### src/rtl/cache_maint_pkg.sv
// Shared types and width helpers for the cache maintenance engine.
// Command codes mirror the cache control register block encodings.
package cache_maint_pkg;

    localparam logic [2:0] CMD_NOP   = 3'd0;
    localparam logic [2:0] CMD_INIT  = 3'd1;
    localparam logic [2:0] CMD_CLEAR = 3'd2;
    localparam logic [2:0] CMD_WB    = 3'd3;

    typedef enum logic [2:0] {
        ST_IDLE,
        ST_TAG_RD,
        ST_TAG_CHK,
        ST_WB_RD,
        ST_WB_WR,
        ST_TAG_WR,
        ST_NEXT,
        ST_DONE
    } maint_state_t;

    // Index width that never collapses to zero bits.
    function automatic int unsigned idx_width(input int unsigned n);
        return (n <= 1) ? 1 : $clog2(n);
    endfunction

    function automatic int unsigned tag_width(input int unsigned sets, input int unsigned words);
        return 32 - $clog2(sets) - $clog2(words) - 2;
    endfunction

endpackage

### src/rtl/cache_maint_if.sv
// Memory-bus write port used for dirty-line writeback.
interface cache_maint_if;

    logic [31:0] address;
    logic [3:0]  byteEnable;
    logic        write;
    logic [31:0] writeData;
    logic        waitRequest;

    modport master (
        output address, byteEnable, write, writeData,
        input  waitRequest
    );

    modport slave (
        input  address, byteEnable, write, writeData,
        output waitRequest
    );

endinterface

### src/rtl/cache_maint_wb.sv
// Word sequencer for one dirty line: read data RAM word, push it on the bus, repeat.
// Raises done in the cycle the last word is accepted by the bus.
module cache_maint_wb
    import cache_maint_pkg::*;
#(
    parameter int unsigned SET_W  = 6,
    parameter int unsigned WORD_W = 3,
    parameter int unsigned TAG_W  = 21
) (
    input  logic              clk,
    input  logic              rest,
    input  logic              start,
    input  logic [TAG_W-1:0]  tag,
    input  logic [SET_W-1:0]  set,
    output logic              done,
    output logic              data_read,
    output logic [WORD_W-1:0] word,
    input  logic [31:0]       data_rdata,
    cache_maint_if.master     m0
);

    maint_state_t      state, state_next;
    logic [WORD_W-1:0] word_q;
    logic [31:0]       wdata_q;
    logic              first_q;

    assign word = word_q;

    // RAM data is only valid in the first write cycle; the copy covers bus stalls.
    always_ff @(posedge clk or negedge rest) begin
        if (!rest) begin
            state   <= ST_IDLE;
            word_q  <= '0;
            wdata_q <= '0;
            first_q <= 1'b0;
        end else begin
            state <= state_next;
            case (state)
                ST_IDLE:  if (start) word_q <= '0;
                ST_WB_RD: first_q <= 1'b1;
                ST_WB_WR: begin
                    if (first_q) wdata_q <= data_rdata;
                    first_q <= 1'b0;
                    if (!m0.waitRequest) word_q <= word_q + 1'b1;
                end
                default: ;
            endcase
        end
    end

    always_comb begin
        state_next    = state;
        done          = 1'b0;
        data_read     = 1'b0;
        m0.write      = 1'b0;
        m0.byteEnable = '0;
        m0.address    = '0;
        m0.writeData  = '0;
        case (state)
            ST_IDLE: if (start) state_next = ST_WB_RD;
            ST_WB_RD: begin
                data_read  = 1'b1;
                state_next = ST_WB_WR;
            end
            ST_WB_WR: begin
                m0.write      = 1'b1;
                m0.byteEnable = 4'hF;
                m0.address    = {tag, set, word_q, 2'b00};
                m0.writeData  = first_q ? data_rdata : wdata_q;
                if (!m0.waitRequest) begin
                    if (word_q == '1) begin
                        done       = 1'b1;
                        state_next = ST_IDLE;
                    end else begin
                        state_next = ST_WB_RD;
                    end
                end
            end
            default: state_next = ST_IDLE;
        endcase
    end

endmodule

### src/rtl/cache_maint.sv
// Cache maintenance engine: sweeps every set/way for init / clear / wb commands.
// Optional CACHE_MAINT_STAT_EN adds a saturating count of written-back lines on wb_count.
module cache_maint
    import cache_maint_pkg::*;
#(
    parameter  int unsigned SET_NUM    = 64,
    parameter  int unsigned WAY_NUM    = 2,
    parameter  int unsigned LINE_WORDS = 8,
    localparam int unsigned SET_W      = $clog2(SET_NUM),
    localparam int unsigned WAY_W      = idx_width(WAY_NUM),
    localparam int unsigned WORD_W     = $clog2(LINE_WORDS),
    localparam int unsigned TAG_W      = tag_width(SET_NUM, LINE_WORDS)
) (
    input  logic                          clk,
    input  logic                          rest,
    input  logic [2:0]                    cmd,
    output logic                          cmd_ready,
    output logic                          maint_busy,
    output logic [SET_W-1:0]              tag_addr,
    output logic [WAY_W-1:0]              tag_way,
    output logic                          tag_read,
    input  logic [TAG_W+1:0]              tag_rdata,
    output logic                          tag_write,
    output logic [TAG_W+1:0]              tag_wdata,
    output logic [SET_W+WAY_W+WORD_W-1:0] data_addr,
    output logic                          data_read,
    input  logic [31:0]                   data_rdata,
    cache_maint_if.master                 m0,
    output logic [15:0]                   wb_count
);

    typedef struct packed {
        logic             valid;
        logic             dirty;
        logic [TAG_W-1:0] tag;
    } tag_entry_t;

    maint_state_t      state, state_next;
    logic [2:0]        cmd_q;
    logic [SET_W-1:0]  set_q;
    logic [WAY_W-1:0]  way_q;
    logic [TAG_W-1:0]  tag_q;
    logic [WORD_W-1:0] wb_word;
    logic              wb_start, wb_done;
    logic              accept, last_line;
    tag_entry_t        rd_entry, wr_entry;

    assign rd_entry   = tag_rdata;
    assign tag_wdata  = wr_entry;
    assign accept     = (state == ST_IDLE) &&
                        (cmd == CMD_INIT || cmd == CMD_CLEAR || cmd == CMD_WB);
    assign last_line  = (set_q == '1) && (way_q == WAY_W'(WAY_NUM - 1));
    assign tag_addr   = set_q;
    assign tag_way    = way_q;
    assign data_addr  = {set_q, way_q, wb_word};
    assign maint_busy = (state != ST_IDLE);

    always_ff @(posedge clk or negedge rest) begin
        if (!rest) begin
            state <= ST_IDLE;
            cmd_q <= CMD_NOP;
            set_q <= '0;
            way_q <= '0;
            tag_q <= '0;
        end else begin
            state <= state_next;
            if (accept) begin
                cmd_q <= cmd;
                set_q <= '0;
                way_q <= '0;
            end
            if (state == ST_TAG_CHK) tag_q <= rd_entry.tag;
            if (state == ST_NEXT) begin
                if (way_q == WAY_W'(WAY_NUM - 1)) begin
                    way_q <= '0;
                    set_q <= set_q + 1'b1;
                end else begin
                    way_q <= way_q + 1'b1;
                end
            end
        end
    end

    always_comb begin
        state_next = state;
        tag_read   = 1'b0;
        tag_write  = 1'b0;
        wr_entry   = '0;
        cmd_ready  = 1'b0;
        wb_start   = 1'b0;
        case (state)
            ST_IDLE: begin
                if (cmd == CMD_INIT)
                    state_next = ST_TAG_WR;
                else if (cmd == CMD_CLEAR || cmd == CMD_WB)
                    state_next = ST_TAG_RD;
            end
            ST_TAG_RD: begin
                tag_read   = 1'b1;
                state_next = ST_TAG_CHK;
            end
            ST_TAG_CHK: begin
                if (rd_entry.valid && rd_entry.dirty) begin
                    wb_start   = 1'b1;
                    state_next = ST_WB_RD;
                end else if (cmd_q == CMD_CLEAR && rd_entry.valid) begin
                    state_next = ST_TAG_WR;
                end else begin
                    state_next = ST_NEXT;
                end
            end
            // The word sequencer owns the read/write phases of the line.
            ST_WB_RD: if (wb_done) state_next = ST_TAG_WR;
            ST_TAG_WR: begin
                tag_write = 1'b1;
                if (cmd_q == CMD_WB) wr_entry = '{valid: 1'b1, dirty: 1'b0, tag: tag_q};
                state_next = ST_NEXT;
            end
            ST_NEXT: begin
                if (last_line)
                    state_next = ST_DONE;
                else if (cmd_q == CMD_INIT)
                    state_next = ST_TAG_WR;
                else
                    state_next = ST_TAG_RD;
            end
            ST_DONE: begin
                cmd_ready  = 1'b1;
                state_next = ST_IDLE;
            end
            default: state_next = ST_IDLE;
        endcase
    end

    cache_maint_wb #(
        .SET_W  (SET_W),
        .WORD_W (WORD_W),
        .TAG_W  (TAG_W)
    ) u_wb (
        .clk        (clk),
        .rest       (rest),
        .start      (wb_start),
        .tag        (tag_q),
        .set        (set_q),
        .done       (wb_done),
        .data_read  (data_read),
        .word       (wb_word),
        .data_rdata (data_rdata),
        .m0         (m0)
    );

`ifdef CACHE_MAINT_STAT_EN
    logic [15:0] wb_cnt_q;

    always_ff @(posedge clk or negedge rest) begin
        if (!rest)
            wb_cnt_q <= '0;
        else if (accept)
            wb_cnt_q <= '0;
        else if (wb_done && wb_cnt_q != 16'hFFFF)
            wb_cnt_q <= wb_cnt_q + 16'd1;
    end

    assign wb_count = wb_cnt_q;
`else
    assign wb_count = '0;
`endif

endmodule

### src/flat_wrapper.sv
// flat-port wrapper written by rule: the top's interface ports become plain ports
module cache_maint_flat import cache_maint_pkg::*;
#(
    parameter  int unsigned SET_NUM    = 64,
    parameter  int unsigned WAY_NUM    = 2,
    parameter  int unsigned LINE_WORDS = 8,
    localparam int unsigned SET_W      = $clog2(SET_NUM),
    localparam int unsigned WAY_W      = idx_width(WAY_NUM),
    localparam int unsigned WORD_W     = $clog2(LINE_WORDS),
    localparam int unsigned TAG_W      = tag_width(SET_NUM, LINE_WORDS)
)
  (clk, rest, cmd, cmd_ready, maint_busy, tag_addr, tag_way, tag_read, tag_rdata, tag_write, tag_wdata, data_addr, data_read, data_rdata, wb_count, m0_address, m0_byteEnable, m0_write, m0_writeData, m0_waitRequest);
  cache_maint_if m0_i ();
  input  logic clk;
  input  logic rest;
  input  logic [2:0] cmd;
  output logic cmd_ready;
  output logic maint_busy;
  output logic [SET_W-1:0] tag_addr;
  output logic [WAY_W-1:0] tag_way;
  output logic tag_read;
  input  logic [TAG_W+1:0] tag_rdata;
  output logic tag_write;
  output logic [TAG_W+1:0] tag_wdata;
  output logic [SET_W+WAY_W+WORD_W-1:0] data_addr;
  output logic data_read;
  input  logic [31:0] data_rdata;
  output logic [15:0] wb_count;
  output wire logic [$bits(m0_i.address)-1:0] m0_address;
  output wire logic [$bits(m0_i.byteEnable)-1:0] m0_byteEnable;
  output wire logic [$bits(m0_i.write)-1:0] m0_write;
  output wire logic [$bits(m0_i.writeData)-1:0] m0_writeData;
  input wire logic [$bits(m0_i.waitRequest)-1:0] m0_waitRequest;
  assign m0_address = m0_i.address;
  assign m0_byteEnable = m0_i.byteEnable;
  assign m0_write = m0_i.write;
  assign m0_writeData = m0_i.writeData;
  assign m0_i.waitRequest = m0_waitRequest;
  cache_maint #(.SET_NUM(SET_NUM), .WAY_NUM(WAY_NUM), .LINE_WORDS(LINE_WORDS)) u_core (.clk(clk), .rest(rest), .cmd(cmd), .cmd_ready(cmd_ready), .maint_busy(maint_busy), .tag_addr(tag_addr), .tag_way(tag_way), .tag_read(tag_read), .tag_rdata(tag_rdata), .tag_write(tag_write), .tag_wdata(tag_wdata), .data_addr(data_addr), .data_read(data_read), .data_rdata(data_rdata), .m0(m0_i), .wb_count(wb_count));
endmodule
### config.mk
export PLATFORM = sky130hd
export DESIGN_NAME = cache_maint_flat
export DESIGN_NICKNAME = d
export VERILOG_FILES = /design/src/rtl/cache_maint_pkg.sv /design/src/rtl/cache_maint_if.sv /design/src/rtl/cache_maint_wb.sv /design/src/rtl/cache_maint.sv /design/src/flat_wrapper.sv
export SDC_FILE = /design/constraint.sdc
export NUM_CORES = 1
export LEC_CHECK = 0
export BUFFER_PORTS_ARGS = -buffer_cell sky130_fd_sc_hd__buf_2
export CAP_MARGIN = 20
export CORE_ASPECT_RATIO = 0.6
export CORE_UTILIZATION = 44
export DETAILED_ROUTE_END_ITERATION = 12
export PLACE_DENSITY = 0.83
export SLEW_MARGIN = 40
export SYNTH_ARGS = -nofsm -noshare
export SYNTH_HDL_FRONTEND = slang
export SYNTH_HIERARCHICAL = 1
export SYNTH_SLANG_ARGS = --single-unit
export TNS_END_PERCENT = 30
### constraint.sdc
create_clock -name clk -period 2.1 [get_ports clk]
set_clock_uncertainty 0.15 [all_clocks]
set_input_delay 0.105 -clock clk [delete_from_list [all_inputs] [get_ports clk]]
set_output_delay 0.105 -clock clk [all_outputs]
set_load 0.005 [all_outputs]
==> After elaboration in Yosys (flattened, before gate mapping) <==
Cells that the tools add are included.
{ "totals": {"ff_bits": 73, "word_cells": 86, "ramBits": 0, "romBits": 0, "n_memories": 0, "latch_bits": 0, "inputBits": 61} }
{ "op_classes": {"bitwise_logic": 0, "n_eq_ne": 20, "reduce_logical": 16, "div_mod_pow": 0, "muxes": 38, "multipliers": 0, "magnitude_cmp": 0, "addsub": 3, "n_shift": 0} }
{ "op_table": {"columns": ["op", "count"], "rows": [
  ["32-bit two-way mux", 3],
  ["23-bit two-way mux", 2],
  ["3-bit two-way mux", 10],
  ["3-bit by 2-bit == test with 1-bit output (second input constant)", 7],
  ["6-bit two-way mux", 3],
  ["3-bit one-hot mux with 6 select lines", 1],
  ["3-bit == test (second input constant)", 5],
  ["1-bit two-way mux", 13],
  ["3-bit by 1-bit == test with 1-bit output (second input constant)", 3],
  ["3-bit one-hot mux with 3 select lines", 1],
  ["6-bit by 1-bit adder with 6-bit output (second input constant)", 1],
  ["6-bit == test (second input constant)", 1],
  ["3-bit zero test", 2],
  ["2-bit != test (second input constant)", 3],
  ["3-bit one-hot mux with 2 select lines", 1],
  ["2-bit nonzero test", 3],
  ["1-bit logical AND", 4],
  ["2-bit two-way mux", 2],
  ["4-bit two-way mux", 1],
  ["2-bit AND reduction", 2],
  ["3-bit by 1-bit adder with 3-bit output (second input constant)", 1],
  ["1-bit logical OR", 3],
  ["3-bit != test (second input constant)", 1],
  ["3-bit AND reduction", 1],
  ["3 further kinds", 3]
]} }

==> Depth between registers and ports, before layout <==
{ "depth": {"ltp_word": 7, "ltp_mapped": 8, "mapped_depth_nobuf": 7} }

==> Hierarchy <==
Netlist, hierarchy kept.
{ "modules_own_cells": {"columns": ["module", "n_inst", "area_each_um2", "cells_each"], "rows": [
  ["cache_maint_wb", 1, 2476.1, 212],
  ["cache_maint", 1, 1938.1, 178]
]} }

==> Worst setup path after synthesis <==
Ideal clock, no wire load.
{ "synth_timing": {"path_type": "register -> register", "from": "register u_core.state[0]", "to": "register u_core.u_wb.state[2]", "stages_incl_launch_ff": 8, "t_required_ps": 1823, "period_less_slack_ps": 1982, "setup_slack_ps": 118, "setup_ps": 127, "n_path_buf": 1, "t_arrival_ps": 1705, "cell_sequence": "dfrtp_1 -> nand2b_1 -> nor2_4 -> buf_6 -> and3_1 -> nand2b_1 -> and2_4 -> mux2_1"} }
{ "synth_via": {"elab_chain_cells": 4} }
{ "synth_rtl": {"columns": ["element", "line", "text"], "rows": [
  ["start: declaration", "cache_maint.sv:38", "maint_state_t state, state_next;"],
  ["start signal: assignment", "cache_maint.sv:66", "state <= state_next;"],
  ["3-bit by 2-bit == test with 1-bit output", "cache_maint.sv:91", "case (state)"],
  ["1-bit two-way mux", "cache_maint.sv:91", null],
  ["named net u_core.wb_start", "cache_maint.sv:44", "logic wb_start, wb_done;"],
  ["2-bit != test (no line)", null, null],
  ["2-bit AND reduction (no line)", null, null],
  ["end signal: assignment", "cache_maint_wb.sv:37", "state <= state_next;"],
  ["end: declaration", "cache_maint_wb.sv:22", "maint_state_t state, state_next;"]
]} }
The timed path passes the listed nets, and every way through them passes these cells.
A chain may end at the register's enable or synchronous reset.

==> Worst setup path in the final report <==
{ "layout_timing": {"from": "register u_core.state[1]", "to": "output port tag_wdata[1]"} }
{ "layout_via": {"elab_chain_cells": 2} }
{ "layout_rtl": {"columns": ["element", "line", "text"], "rows": [
  ["3-bit == test", "cache_maint.sv:91", null],
  ["23-bit two-way mux", "cache_maint.sv:91", null],
  ["end: declaration", "flat_wrapper.sv:24", "output logic [TAG_W+1:0] tag_wdata;"]
]} }
Every way passes these cells.

==> run summary <==
Placed insts: 669
DR WL/cell: 15.1 um
Yosys cell types: 50
CTS clock-pin slew for the worst setup and hold paths: 0.06 ns
Drt via density: 4.89
Yosys top cell by area: dfrtp_1
Fmax achieved: 0.491 GHz
Met3 Use GR: 5.27%
Critical path's largest stage delay: 0.39 ns
Clk Latency, worst-skew pair: 0.32 ns
Lkg Pwr: 0.00346 uW
GR met1 Demand/Resource: 24.3%
# diodes: 0
Final core utilization: 66.2%
Synth top cells by count: dfrtp_1, and2_1, mux2_4
Die area: 10,500 um2
Die width: 131 um
Max cap viols: 0
P per Cell Area: 1250 nW/um2
Grt met2 use: 36.9%
Longest Clk Path Bufs: 2
Pins Over Slew Limit: 0
I/O pin count: 191
Layout cell share with drive strength beyond 1: 44.0%
Register area share after synthesis: 40.8%
Synth-to-Final Area Change: 41.9%
Final setup vio count: 0
Crit end category: output pin
Total power: 7820 uW
Detail Route Antenna Nets: 0
Initial core utilization: 46.7%
Critical path's slowest cell: dfrtp_1
CTS tree: built
Arr. time, crit path: 1.78 ns
Placer Congestion: 0.845
Placed Area: 5250 um2
Die height: 79.6 um
Yosys reg bits: 72
CORE AREA: 9460 um2
Pin count of the biggest net entering global routing: 42
Worst hold path class: in -> reg
Non-filler cells, final: 751
Critical path class: reg -> out
Iter 0 DRT Violations: 184
DRC errors left: 0
EDFF count, synth: 0
Via count: 3,674
Routed WL: 11.3 mm
Post-DP HPWL: 7.07 mm
CP Launch Type: register
First-pass DRT Iterations: 4
Cts bufs inserted: 9
Final instance area: 6260 um2
Vias in the first global route: 3,428
Final Cycle Share: 97.0%
Synth Flop Type: dfrtp_1
Status: complete, no violations
Worst path cell trace: buf_6, inv_2, nand2_2, nor3_4, clkbuf_4, and2_1, buf_2
Crit-path max FO: 11
Ys Warns: 6
Nets: 684
First-pass GRT wire length: 16.9 mm
Leading post-synthesis cells by cell area: dfrtp_1, mux2_4, and2_1, mux2i_1, buf_4
Synth top area share: 40.8%
Global route hottest layer: met2
Fin crit period: 2.04 ns
Place WS: 0.357 ns
Max_slew headroom: 65.0%
Number of H-tree levels: 3
GRT overflow: 0
Actual slew at the worst max-slew pin: 0.525 ns
Global-route usage over all layers: 20.5%
Worst vdd ir: 0.000574 V
FILL cells: 706
Initial antenna violation count: 0
Clk sinks: 72
Mapped cell area: 4410 um2
WP data required: 1.85 ns
Unrepaired setup endpoints after global routing: yes
Most common cell in the netlist: dfrtp_1
Final hold vios: 0
Post-synth ARST share: 100%
Clock root buffer master: clkbuf_16
PortBufs: 171
Final worst slack: 0.0622 ns
Synth Instances: 390
Syn_area_per_cell: 11.3 um2
Placement Rows: 27
final cells by class:
cell class,instances,area [um2],area share (%)
repair buffers,249,1650,26.3
multi-input cells,278,2290,36.6
flip-flops and latches,72,1800,28.8
well taps,130,163,2.60
clock buffers,10,229,3.66
inverters,6,22.5,0.360
clock inverters,6,108,1.72
final timing paths:
path	cells past startpoint	to	from	slack, ns
max in group asynchronous	3	u_core/u_wb/wdata_q[6]	rest	0.97
setup reg to reg	6	u_core/cmd_q[0]	u_core/state[1]	0.10
setup / recovery	7	tag_wdata[1]	u_core/state[1]	0.06
hold / removal	3	u_core/state[0]	tag_rdata[22]	0.02
hold reg to reg	1	u_core/u_wb/wdata_q[8]	u_core/u_wb/wdata_q[8]	0.35
min in group asynchronous	2	u_core/tag_q[19]	rest	0.15
critical path, delay by kind of cell (launching register included):
family,cells,cell delay (ns)
buf+inv,4,0.57
flops,1,0.39
simple gates,3,0.50
flip-flops by register name (all words and copies together) (netlist names):
name	count
u_core/state	3
u_core/u_wb/wdata_q	32
u_core/tag_q	21
u_core/u_wb/first_q	1
u_core/cmd_q	3
u_core/tag_addr	6
u_core/tag_way	1
u_core/u_wb/word	3
u_core/u_wb/state	2
through the flow:
step | TNS, ns | hold WS, ns
2_1_floorplan | 0 | -0.341
3_3_place_gp | 0 | -0.0368
3_5_place_dp | 0 | -0.0310
4_1_cts | 0 | 0.00416
5_1_grt | -0.152 | 0.0294
6_report | 0 | 0.0214
what timing repair did:
| action | 4_1_cts | 5_1_grt |
|---|---|---|
| buffers inserted | 0 | 4 |
| setup endpoints to repair | 0 | 36 |
| endpoints found under the hold margin | 94 | 0 |
| gates resized for setup | 0 | 13 |
| hold buffers | 60 | 0 |
power breakdown:
part | switching [uW] | internal (uW)
Clock | 551 | 1160
Sequential | 466 | 2050
Combinational | 1540 | 2060
Total | 2550 | 5260
cells by family (layout without fill, tap and decap cells):
group	after synthesis	in the layout	synth area share [%]
AOI/OAI and AO/OA	27	27	4.45
xor gates and xnor gates	3	3	0.595
adders and majority gates	7	7	1.98
buffers and inverters	57	271	8.93
DFF	72	72	40.8
other	2	19	0.170
muxes	86	86	24.3
and+or+nand+nor	136	136	18.8
placed cells by master (no fill, tap or decap), types with 6 or more instances in the layout:
| master | n |
|---|---|
| clkbuf_16 | 9 |
| nand2_1 | 14 |
| buf_6 | 7 |
| nor2b_1 | 33 |
| buf_4 | 9 |
| mux2_2 | 15 |
| and2_1 | 53 |
| mux2i_1 | 32 |
| ha_1 | 6 |
| mux2_4 | 38 |
| conb_1 | 19 |
| nor2_1 | 9 |
| dlygate4sd3_1 | 60 |
| buf_2 | 170 |
| dfrtp_1 | 71 |
layer usage:
layer | vias up | wire (um)
met1 | 1782 | 4800
met5 | - | 0
met3 | 16 | 619
met2 | 147 | 5710
li1 | 1729 | -
met4 | 0 | 176
Power figures use the tool's default switching activity.
